File: config.mk
export PLATFORM = sky130hd
export DESIGN_NAME = cnt4_seg_display
export DESIGN_NICKNAME = d
export VERILOG_FILES = /design/src/rtl/cnt4_seg_display.sv
export SDC_FILE = /design/constraint.sdc
export NUM_CORES = 1
export LEC_CHECK = 0
export BUFFER_PORTS_ARGS = -buffer_cell sky130_fd_sc_hd__buf_2
export CORE_AREA = 2 2 65 73
export DETAILED_ROUTE_END_ITERATION = 7
export DIE_AREA = 0 0 67 75
export PLACE_DENSITY = 0.61
export SETUP_SLACK_MARGIN = 0.4
export SLEW_MARGIN = 40
export SYNTH_ARGS = -nofsm -noshare
export SYNTH_HDL_FRONTEND = slang
export SYNTH_SLANG_ARGS = --single-unit
File: constraint.sdc
create_clock -name clk -period 3.4 [get_ports clk]
set_input_delay 0.68 -clock clk [delete_from_list [all_inputs] [get_ports clk]]
set_output_delay 0.68 -clock clk [all_outputs]
set_load 0.005 [all_outputs]
File: src/rtl/cnt4_seg_display.sv
// Four-digit multiplexed common-anode display for a 4-bit counter: ones, tens, blank, direction letter.
// Optional blink of the whole display while stopped: define CNT4_SEG_DISPLAY_BLINK_EN.
module cnt4_seg_display #(
  parameter int SCAN_DIV  = 50000,
  parameter int BLINK_DIV = 16
) (
  input  logic       clk,
  input  logic       rst,
  input  logic [3:0] VAL,
  input  logic       MODE,
  input  logic       SS,
  output logic [6:0] SEG,
  output logic [3:0] AN,
  output logic       CHG
);

  localparam int SW = (SCAN_DIV > 1) ? $clog2(SCAN_DIV) : 1;
  localparam logic [SW-1:0] SCAN_MAX = SW'(SCAN_DIV - 1);

  localparam logic [6:0] SEG_U     = 7'b1000001;
  localparam logic [6:0] SEG_D     = 7'b0100001;
  localparam logic [6:0] SEG_BLANK = 7'b1111111;

  logic [SW-1:0] r_scan_cnt;
  logic [1:0]    r_digit_idx;
  logic [3:0]    r_val_q;
  logic [3:0]    r_val_prev;
  logic          r_mode_q;
  logic          r_ss_q;
  logic [3:0]    r_an;
  logic [6:0]    r_seg;
  logic          r_chg;

  logic          w_scan_wrap;
  logic          w_frame_done;
  logic          w_tens;
  logic [3:0]    w_ones;
  logic [6:0]    w_seg_nxt;
  logic [3:0]    w_an_nxt;
  logic          w_an_off;

  function automatic logic [6:0] f_digit7(input logic [3:0] d);
    logic [6:0] s;
    case (d)
      4'd0:    s = 7'b1000000;
      4'd1:    s = 7'b1111001;
      4'd2:    s = 7'b0100100;
      4'd3:    s = 7'b0110000;
      4'd4:    s = 7'b0011001;
      4'd5:    s = 7'b0010010;
      4'd6:    s = 7'b0000010;
      4'd7:    s = 7'b1111000;
      4'd8:    s = 7'b0000000;
      4'd9:    s = 7'b0010000;
      default: s = SEG_BLANK;
    endcase
    return s;
  endfunction

  // Input stage: plain one-cycle registration, no qualification.
  always_ff @(posedge clk) begin
    if (rst) begin
      r_val_q  <= 4'd0;
      r_mode_q <= 1'b0;
      r_ss_q   <= 1'b0;
    end else begin
      r_val_q  <= VAL;
      r_mode_q <= MODE;
      r_ss_q   <= SS;
    end
  end

  always_ff @(posedge clk) begin
    if (rst) begin
      r_val_prev <= 4'd0;
      r_chg      <= 1'b0;
    end else begin
      r_chg      <= (r_val_q != r_val_prev);
      r_val_prev <= r_val_q;
    end
  end

  assign w_scan_wrap  = (r_scan_cnt == SCAN_MAX);
  assign w_frame_done = w_scan_wrap && (r_digit_idx == 2'd3);

  always_ff @(posedge clk) begin
    if (rst) begin
      r_scan_cnt  <= '0;
      r_digit_idx <= 2'd0;
    end else if (w_scan_wrap) begin
      r_scan_cnt  <= '0;
      r_digit_idx <= r_digit_idx + 2'd1;
    end else begin
      r_scan_cnt  <= r_scan_cnt + SW'(1);
    end
  end

`ifdef CNT4_SEG_DISPLAY_BLINK_EN
  localparam int FW = (BLINK_DIV > 1) ? $clog2(BLINK_DIV) : 1;
  localparam logic [FW-1:0] FRAME_MAX = FW'(BLINK_DIV - 1);

  logic [FW-1:0] r_frame_cnt;
  logic          r_blink_ph;

  // Frames keep counting while running so the blink phase is continuous.
  always_ff @(posedge clk) begin
    if (rst) begin
      r_frame_cnt <= '0;
      r_blink_ph  <= 1'b0;
    end else if (w_frame_done) begin
      if (r_frame_cnt == FRAME_MAX) begin
        r_frame_cnt <= '0;
        r_blink_ph  <= ~r_blink_ph;
      end else begin
        r_frame_cnt <= r_frame_cnt + FW'(1);
      end
    end
  end

  assign w_an_off = ~r_ss_q & r_blink_ph;
`else
  localparam int W_UNUSED_BLINK_DIV = BLINK_DIV;
  logic w_unused_sig;
  assign w_unused_sig = r_ss_q ^ w_frame_done;
  assign w_an_off     = 1'b0;
`endif

  assign w_tens = (r_val_q >= 4'd10);
  assign w_ones = r_val_q - (w_tens ? 4'd10 : 4'd0);

  always_comb begin
    w_seg_nxt = SEG_BLANK;
    case (r_digit_idx)
      2'd0:    w_seg_nxt = f_digit7(w_ones);
      2'd1:    w_seg_nxt = w_tens ? f_digit7(4'd1) : SEG_BLANK;
      2'd2:    w_seg_nxt = SEG_BLANK;
      default: w_seg_nxt = r_mode_q ? SEG_U : SEG_D;
    endcase
  end

  assign w_an_nxt = w_an_off ? 4'b1111 : ~(4'b0001 << r_digit_idx);

  always_ff @(posedge clk) begin
    if (rst) begin
      r_an  <= 4'b1111;
      r_seg <= SEG_BLANK;
    end else begin
      r_an  <= w_an_nxt;
      r_seg <= w_seg_nxt;
    end
  end

  assign SEG = r_seg;
  assign AN  = r_an;
  assign CHG = r_chg;

endmodule

==> flow_metrics.tcl, run 1 <==
set metrics [dict create \
    outcome "finished clean" \
    synth_enable_flop_cells 0 \
    critPathRequiredTime_ns 3.57 \
    synthDistinctLibCells 35 \
    synth_top_area_cell "sky130_fd_sc_hd__dfxtp_1" \
    post_cts_resize_count 0 \
    drtAntennaViolNets 0 \
    final.hold.worst_slack_ns 0.4743 \
    worstSetupStartpointType "register" \
    floorplan.io_pins 20 \
    gr-usage-all-layers 0.1481 \
    post_synth_and_or_nand_nor_area_fraction 0.2791 \
    relSlewSlack 0.6783 \
    synth_largest_type_area_fraction 0.4268 \
    slew_violations 0 \
    synth_nets 215 \
    initial_core_util 0.4300 \
    grt_pass1_vias 1292 \
    fin_area_um2 2093 \
    ctsRootBufferMaster "sky130_fd_sc_hd__clkbuf_8" \
    gp_congestion 0.8789 \
    grt_start_max_net_pins 24 \
    clock-skew-final_ns 0.007675 \
    finalNetCount 235 \
    post-route-period-util 0.6892 \
    drc 0 \
    groute.layer.met2.usage 0.2530 \
    core_region_area_um2 4254 \
    floorplan.rows 25 \
    synth_async_sr_flop_share 0 \
    post_synth_main_area_contributors "sky130_fd_sc_hd__dfxtp_1 43%, sky130_fd_sc_hd__xnor2_1 9.6%, sky130_fd_sc_hd__ha_1 8.9%" \
    endpoint_kind "register" \
    netlist_area_um2 1829 \
    mux_contribution_to_synthesized_area 0.005472 \
    dp_slack_ns 1.070 \
    synth-warning-count 0 \
    worstMarginPinSlew_ns 0.4790 \
    power_leakage_nw 0.8097 \
    post-cts-setup-buffers 0 \
    report.power.total_mw 1.033 \
    timing.final.crit_period_ns 2.343 \
    antenna_found_initial 0 \
    cts-buffers-inserted 5 \
    buffer_ports.inserted 18 \
    synth_most_common_cell "sky130_fd_sc_hd__dfxtp_1" \
    placedCellCount 261 \
    grt-ovfl-total 0 \
    die_height_um 75 \
    synth_common_cells "39 x sky130_fd_sc_hd__dfxtp_1, 25 x sky130_fd_sc_hd__nor2_1, 20 x sky130_fd_sc_hd__xnor2_1, 13 x sky130_fd_sc_hd__ha_1, 13 x sky130_fd_sc_hd__inv_1" \
    timing.critical_path.fanout_max 15 \
    vias_per_cell 5.071 \
    combinationalPowerShare 0.084 \
    clock_tree.htree_level_count 2 \
    number_of_instances_in_the_synthesized_netlist 194 \
    hold_class "register to register" \
    max_clk_rate_mhz 426.8 \
    drive_above_1_share 0.1535 \
    max_cap_violations 0 \
    grt_setup_unrepaired "no" \
    cell_area_after_placement_um2 1957 \
    latest_clock_arrival_within_the_worst_skew_pair_ns 0.29 \
    power_density_nw_per_um2 493.4 \
    cts_max_path_buffers 2 \
    grt-busiest-layer "met2" \
    internal_power_uw 810.4 \
    ys_dominant_reg_cell "sky130_fd_sc_hd__dfxtp_1" \
    totalWireLength_um 3271 \
    post-dp-hpwl_um 2335 \
    worst_setup_hold_path_clk_slew_ns 0.08 \
    netSwitchingFraction 0.2154 \
    criticalPathCategory "register to register" \
    worst_slack_ns 1.057 \
    synth_sequential_area_ratio 0.4268 \
    share_clk_of_total_power 0.445 \
    timing.critical_path.arrival_ns 2.52 \
    syn_area_per_cell_um2 9.429 \
    ctsHoldBuffers 0 \
    tritoncts "done" \
    first_iter_violations 76 \
    num_antenna_cells 0 \
    die_ar_um2 5025 \
    fin_setup_tns_ns 0 \
    final-setup-viol-count 0 \
    globalRouteMet3Util 0.04185 \
    flip_flop_and_latch_count_after_synthesis 39 \
    synth_top_family_by_area "simple AND/OR/NAND/NOR gates" \
    hold_violations 0 \
    synth-compound-area-share 0.05609 \
    synth_to_layout_area_growth_pct 14.43 \
    die-width_um 67 \
    grt_pass1_wl_um 5499 \
    total_switching_power_uw 222.4 \
    nFillCells 417 \
    synthXorXnorAreaFrac 0.1005 \
    final_cell_count_no_fill 269 \
    clock_sink_count 39 \
    drt_pre_antenna_iters 4 \
    p_seq_frac 0.470 \
    dr_total_vias 1364 \
    utilization 0.4921 \
    yosys.area_share.adder 0.08892 \
    groute.layer.met1.usage 0.1689 \
    maximum_ir_drop_on_the_vdd_rail_mv 0.2176 \
    drt-wirelength-per-cell_um 12.16 \
]
==> layout make-up <==
class	instances	area [um^2]	share of cell area
Clock buffer	5	68.82	0.03288
Clock inverter	3	67.56	0.03228
Inverter	13	48.80	0.02331
Multi-Input combinational cell	137	969.7	0.4632
Sequential cell	39	780.7	0.3730
Tap cell	54	67.56	0.03228
Timing Repair Buffer	18	90.09	0.04304
==> layer usage <==
layer,wire [um],vias up
met3,132,7
li1,-,702
met5,0,-
met1,1437,627
met2,1626,28
met4,74,0
==> flip-flops by register name, summed over array words and instances, names as in the netlist <==
| register | cells |
|---|---|
| r_digit_idx | 2 |
| SEG | 7 |
| r_scan_cnt | 16 |
| r_val_q | 4 |
| AN | 4 |
| r_mode_q | 1 |
| r_val_prev | 4 |
| CHG | 1 |
==> path summary, 6_finish.rpt <==
path | end | slack [ns] | startpoint | depth (start not counted)
min | r_scan_cnt[0]$_SDFF_PP0_ | 0.47 | r_scan_cnt[0]$_SDFF_PP0_ | 1
min reg2reg | r_scan_cnt[0]$_SDFF_PP0_ | 0.47 | r_scan_cnt[0]$_SDFF_PP0_ | 1
max | SEG[3]$_SDFF_PP1_ | 1.06 | r_val_q[2]$_SDFF_PP0_ | 7
max reg2reg | SEG[3]$_SDFF_PP1_ | 1.06 | r_val_q[2]$_SDFF_PP0_ | 7
==> worst max-delay path: stages, from the launching register on <==
cell,delay [ns]
sky130_fd_sc_hd__dfxtp_1,0.37
sky130_fd_sc_hd__o21ai_0,0.22
sky130_fd_sc_hd__inv_1,0.07
sky130_fd_sc_hd__ha_1,0.18
sky130_fd_sc_hd__ha_1,0.54
sky130_fd_sc_hd__or4b_2,0.63
sky130_fd_sc_hd__nand4_1,0.15
sky130_fd_sc_hd__o31ai_1,0.08
==> kinds of logic (layout without fill, tap and decap cells) <==
kind of cell | after synthesis | in the layout
AO/OA/AOI/OAI | 15 | 15
XOR/XNOR | 21 | 21
AND/OR/NAND/NOR | 87 | 87
adder cells (fa/ha/maj) | 13 | 13
buffers and inverters | 18 | 39
flip-flops | 39 | 39
multiplexers | 1 | 1
==> cell usage in the layout, fill, tap and decap left out <==
cell                         synthesis  layout
sky130_fd_sc_hd__dfxtp_1            39      39
sky130_fd_sc_hd__nor2_1             25      25
sky130_fd_sc_hd__xnor2_1            20      20
sky130_fd_sc_hd__buf_2               0      18
sky130_fd_sc_hd__inv_1              13      13
sky130_fd_sc_hd__ha_1               13      13
sky130_fd_sc_hd__nand4_1             9       9
sky130_fd_sc_hd__nand2_1             8       8
sky130_fd_sc_hd__nor2b_1             6       6
sky130_fd_sc_hd__nand2b_1            5       5
sky130_fd_sc_hd__o31ai_1             5       5
sky130_fd_sc_hd__nor3_1              5       5
sky130_fd_sc_hd__nand3_1             5       5
sky130_fd_sc_hd__clkbuf_8            0       5
sky130_fd_sc_hd__or3_1               4       4
sky130_fd_sc_hd__nor4_1              4       4
sky130_fd_sc_hd__o21ai_0             3       3
sky130_fd_sc_hd__nand4b_1            3       3
sky130_fd_sc_hd__and3_1              2       2
sky130_fd_sc_hd__or3b_2              2       2
sky130_fd_sc_hd__nor3b_1             2       2
sky130_fd_sc_hd__a21oi_1             2       2
sky130_fd_sc_hd__o21bai_1            2       2
sky130_fd_sc_hd__bufinv_16           0       2
sky130_fd_sc_hd__nor3b_2             1       1
sky130_fd_sc_hd__o311ai_0            1       1
sky130_fd_sc_hd__nand3b_1            1       1
sky130_fd_sc_hd__or4b_2              1       1
sky130_fd_sc_hd__a211oi_1            1       1
sky130_fd_sc_hd__or4_1               1       1
sky130_fd_sc_hd__nand4bb_4           1       1
sky130_fd_sc_hd__or4_4               1       1
sky130_fd_sc_hd__nand2b_4            1       1
sky130_fd_sc_hd__a41oi_1             1       1
sky130_fd_sc_hd__mux2i_1             1       1
sky130_fd_sc_hd__xor2_1              1       1
sky130_fd_sc_hd__clkinvlp_4          0       1
==> power groups by stage <==
stage               logic, mW  registers [mW]  clock network, mW
floorplan              0.0602           0.497                  0
global placement       0.0869           0.496                  0
detailed placement     0.0880           0.497                  0
CTS                    0.0885           0.486              0.473
global route           0.0987           0.489              0.490
finish                 0.0873           0.486              0.460
(Power assumes the default switching activity.)
==> run 2: changes to the inputs <==
==> constraint.sdc (replaced) <==
create_clock -name clk -period 2.2 [get_ports clk]
set_input_delay 0.44 -clock clk [delete_from_list [all_inputs] [get_ports clk]]
set_output_delay 0.44 -clock clk [all_outputs]
set_load 0.005 [all_outputs]
==> flow_metrics.tcl, run 2 (same netlist as run 1, synthesis figures left out) <==
set metrics [dict create \
    grt-busiest-layer "met2" \
    max_cap_violations 0 \
    finalNetCount 249 \
    relSlewSlack 0.7669 \
    clock-skew-final_ns 0.002931 \
    floorplan.io_pins 20 \
    hold_violations 0 \
    power_leakage_nw 0.8982 \
    dp_slack_ns 0.1608 \
    timing.critical_path.depth 9 \
    crit_buf_inv 2 \
    die_height_um 75 \
    num_antenna_cells 0 \
    drt_pre_antenna_iters 4 \
    hold_class "input port to register" \
    whs_path_depth 2 \
    worst_slack_ns 0.3328 \
    timing.final.crit_period_ns 1.867 \
    largest-register "r_scan_cnt" \
    buffer_ports.inserted 18 \
    gp_congestion 0.7964 \
    floorplan.rows 25 \
    fin_setup_tns_ns 0 \
    drc 0 \
    worstMarginPinSlew_ns 0.3464 \
    crit_slowest_cell "sky130_fd_sc_hd__dfxtp_4" \
    timing.critical_path.cells "o21ai_4 > inv_2 > ha_4 > ha_4 > nand2_1 > or3_4 > o311ai_1 > buf_4 > o31ai_1" \
    worst_setup_hold_path_clk_slew_ns 0.07 \
    power_density_nw_per_um2 680.8 \
    max_clk_rate_mhz 535.6 \
    latest_clock_arrival_within_the_worst_skew_pair_ns 0.29 \
    first_iter_violations 62 \
    layout.cells.most_common "sky130_fd_sc_hd__dfxtp_1" \
    slew_violations 0 \
    critPathRequiredTime_ns 2.38 \
    initial_core_util 0.4300 \
    grt_pass1_wl_um 5671 \
    vias_per_cell 5.039 \
    post-dp-hpwl_um 2306 \
    core_region_area_um2 4254 \
    tritoncts "done" \
    grt_start_max_net_pins 24 \
    outcome "finished clean" \
    drtAntennaViolNets 0 \
    totalWireLength_um 3413 \
    worst_path_largest_cell_delay_ns 0.36 \
    clock_tree.htree_level_count 2 \
    globalRouteMet3Util 0.04933 \
    grt-ovfl-total 0 \
    die_ar_um2 5025 \
    largest_register_ffs 16 \
    utilization 0.5365 \
    groute.layer.met1.usage 0.1798 \
    cts_max_path_buffers 2 \
    drive_above_1_share 0.2795 \
    post-route-period-util 0.8487 \
    die-width_um 67 \
    gr-usage-all-layers 0.1503 \
    crit_path_leading_delay_family "simple AND/OR/NAND/NOR gates" \
    maximum_ir_drop_on_the_vdd_rail_mv 0.3105 \
    timing.critical_path.arrival_ns 2.05 \
    grt_pass1_vias 1288 \
    reg2regPathDepth 9 \
    groute.layer.met2.usage 0.2475 \
    synth_to_layout_area_growth_pct 24.76 \
    dr_total_vias 1426 \
    ctsRootBufferMaster "sky130_fd_sc_hd__clkbuf_8" \
    final-setup-viol-count 0 \
    grt_setup_unrepaired "yes" \
    cts-buffers-inserted 5 \
    endpoint_kind "register" \
    worstSetupStartpointType "register" \
    criticalPathCategory "register to register" \
    crit_top_cell "sky130_fd_sc_hd__ha_4" \
    layout_common_cells "35 x sky130_fd_sc_hd__dfxtp_1, 25 x sky130_fd_sc_hd__nor2_1, 18 x sky130_fd_sc_hd__xnor2_1, 18 x sky130_fd_sc_hd__buf_2, 12 x sky130_fd_sc_hd__buf_4" \
    drt-wirelength-per-cell_um 12.06 \
    antenna_found_initial 0 \
    clock_sink_count 39 \
    timing.critical_path.fanout_max 4 \
]
-- run 2: path summary, 6_finish.rpt --
check	startpoint	end	slack, ns
min	VAL[3]	r_val_q[3]$_SDFF_PP0_	0.36
min reg2reg	r_scan_cnt[0]$_SDFF_PP0_	r_scan_cnt[0]$_SDFF_PP0_	0.47
max reg2reg	r_val_q[1]$_SDFF_PP0_	SEG[5]$_SDFF_PP1_	0.33
max	r_val_q[1]$_SDFF_PP0_	SEG[5]$_SDFF_PP1_	0.33
-- run 2: where the power goes --
part           switching [mW]  total [mW]  internal (mW)  leakage [nW]
combinational          0.0842       0.183         0.0993         0.515
sequential             0.0156       0.751          0.735         0.322
clock                   0.253       0.620          0.367        0.0612
-- run 2: metal layers --
layer  vias up  part of all wire
met4         0             0.023
li1        733                 -
met5         -                 0
met2        19              0.50
met3         7             0.032
met1       667              0.45
-- run 2: through the flow --
stage	power [mW]	cell area, um^2	instances	hold slack [ns]
3_5_place_dp	0.9181	2029	266	0.4601
2_1_floorplan	0.8693	1874	194	0.4294
5_1_grt	1.628	2282	283	0.3547
4_1_cts	1.568	2252	283	0.3477
6_report	1.554	2282	283	0.3582
3_3_place_gp	0.9164	2029	266	0.4460
-- run 2: layout make-up --
class                      count  area, um^2
clock buffer                   6       82.58
clock inverter                 2       35.03
fill                         414        1972
inverter                      13       48.80
multi-input combinational    138        1066
sequential                    39       790.8
tap                           54       67.56
timing repair buffer          31       191.4
-- run 2: repair_timing --
| action | 4_1_cts | 5_1_grt |
|---|---|---|
| buffers inserted | 8 | 0 |
| pin swaps | 6 | 3 |
| gates resized for setup | 11 | 7 |
| cloned | 1 | 0 |
| endpoints found under the setup margin | 22 | 16 |
| hold buffers | 0 | 0 |
-- run 2: worst reg2reg max path: stages (launching register included) --
cell,delay [ns]
sky130_fd_sc_hd__dfxtp_4,0.36
sky130_fd_sc_hd__o21ai_4,0.15
sky130_fd_sc_hd__inv_2,0.06
sky130_fd_sc_hd__ha_4,0.16
sky130_fd_sc_hd__ha_4,0.26
sky130_fd_sc_hd__nand2_1,0.10
sky130_fd_sc_hd__or3_4,0.34
sky130_fd_sc_hd__o311ai_1,0.09
sky130_fd_sc_hd__buf_4,0.17
sky130_fd_sc_hd__o31ai_1,0.07
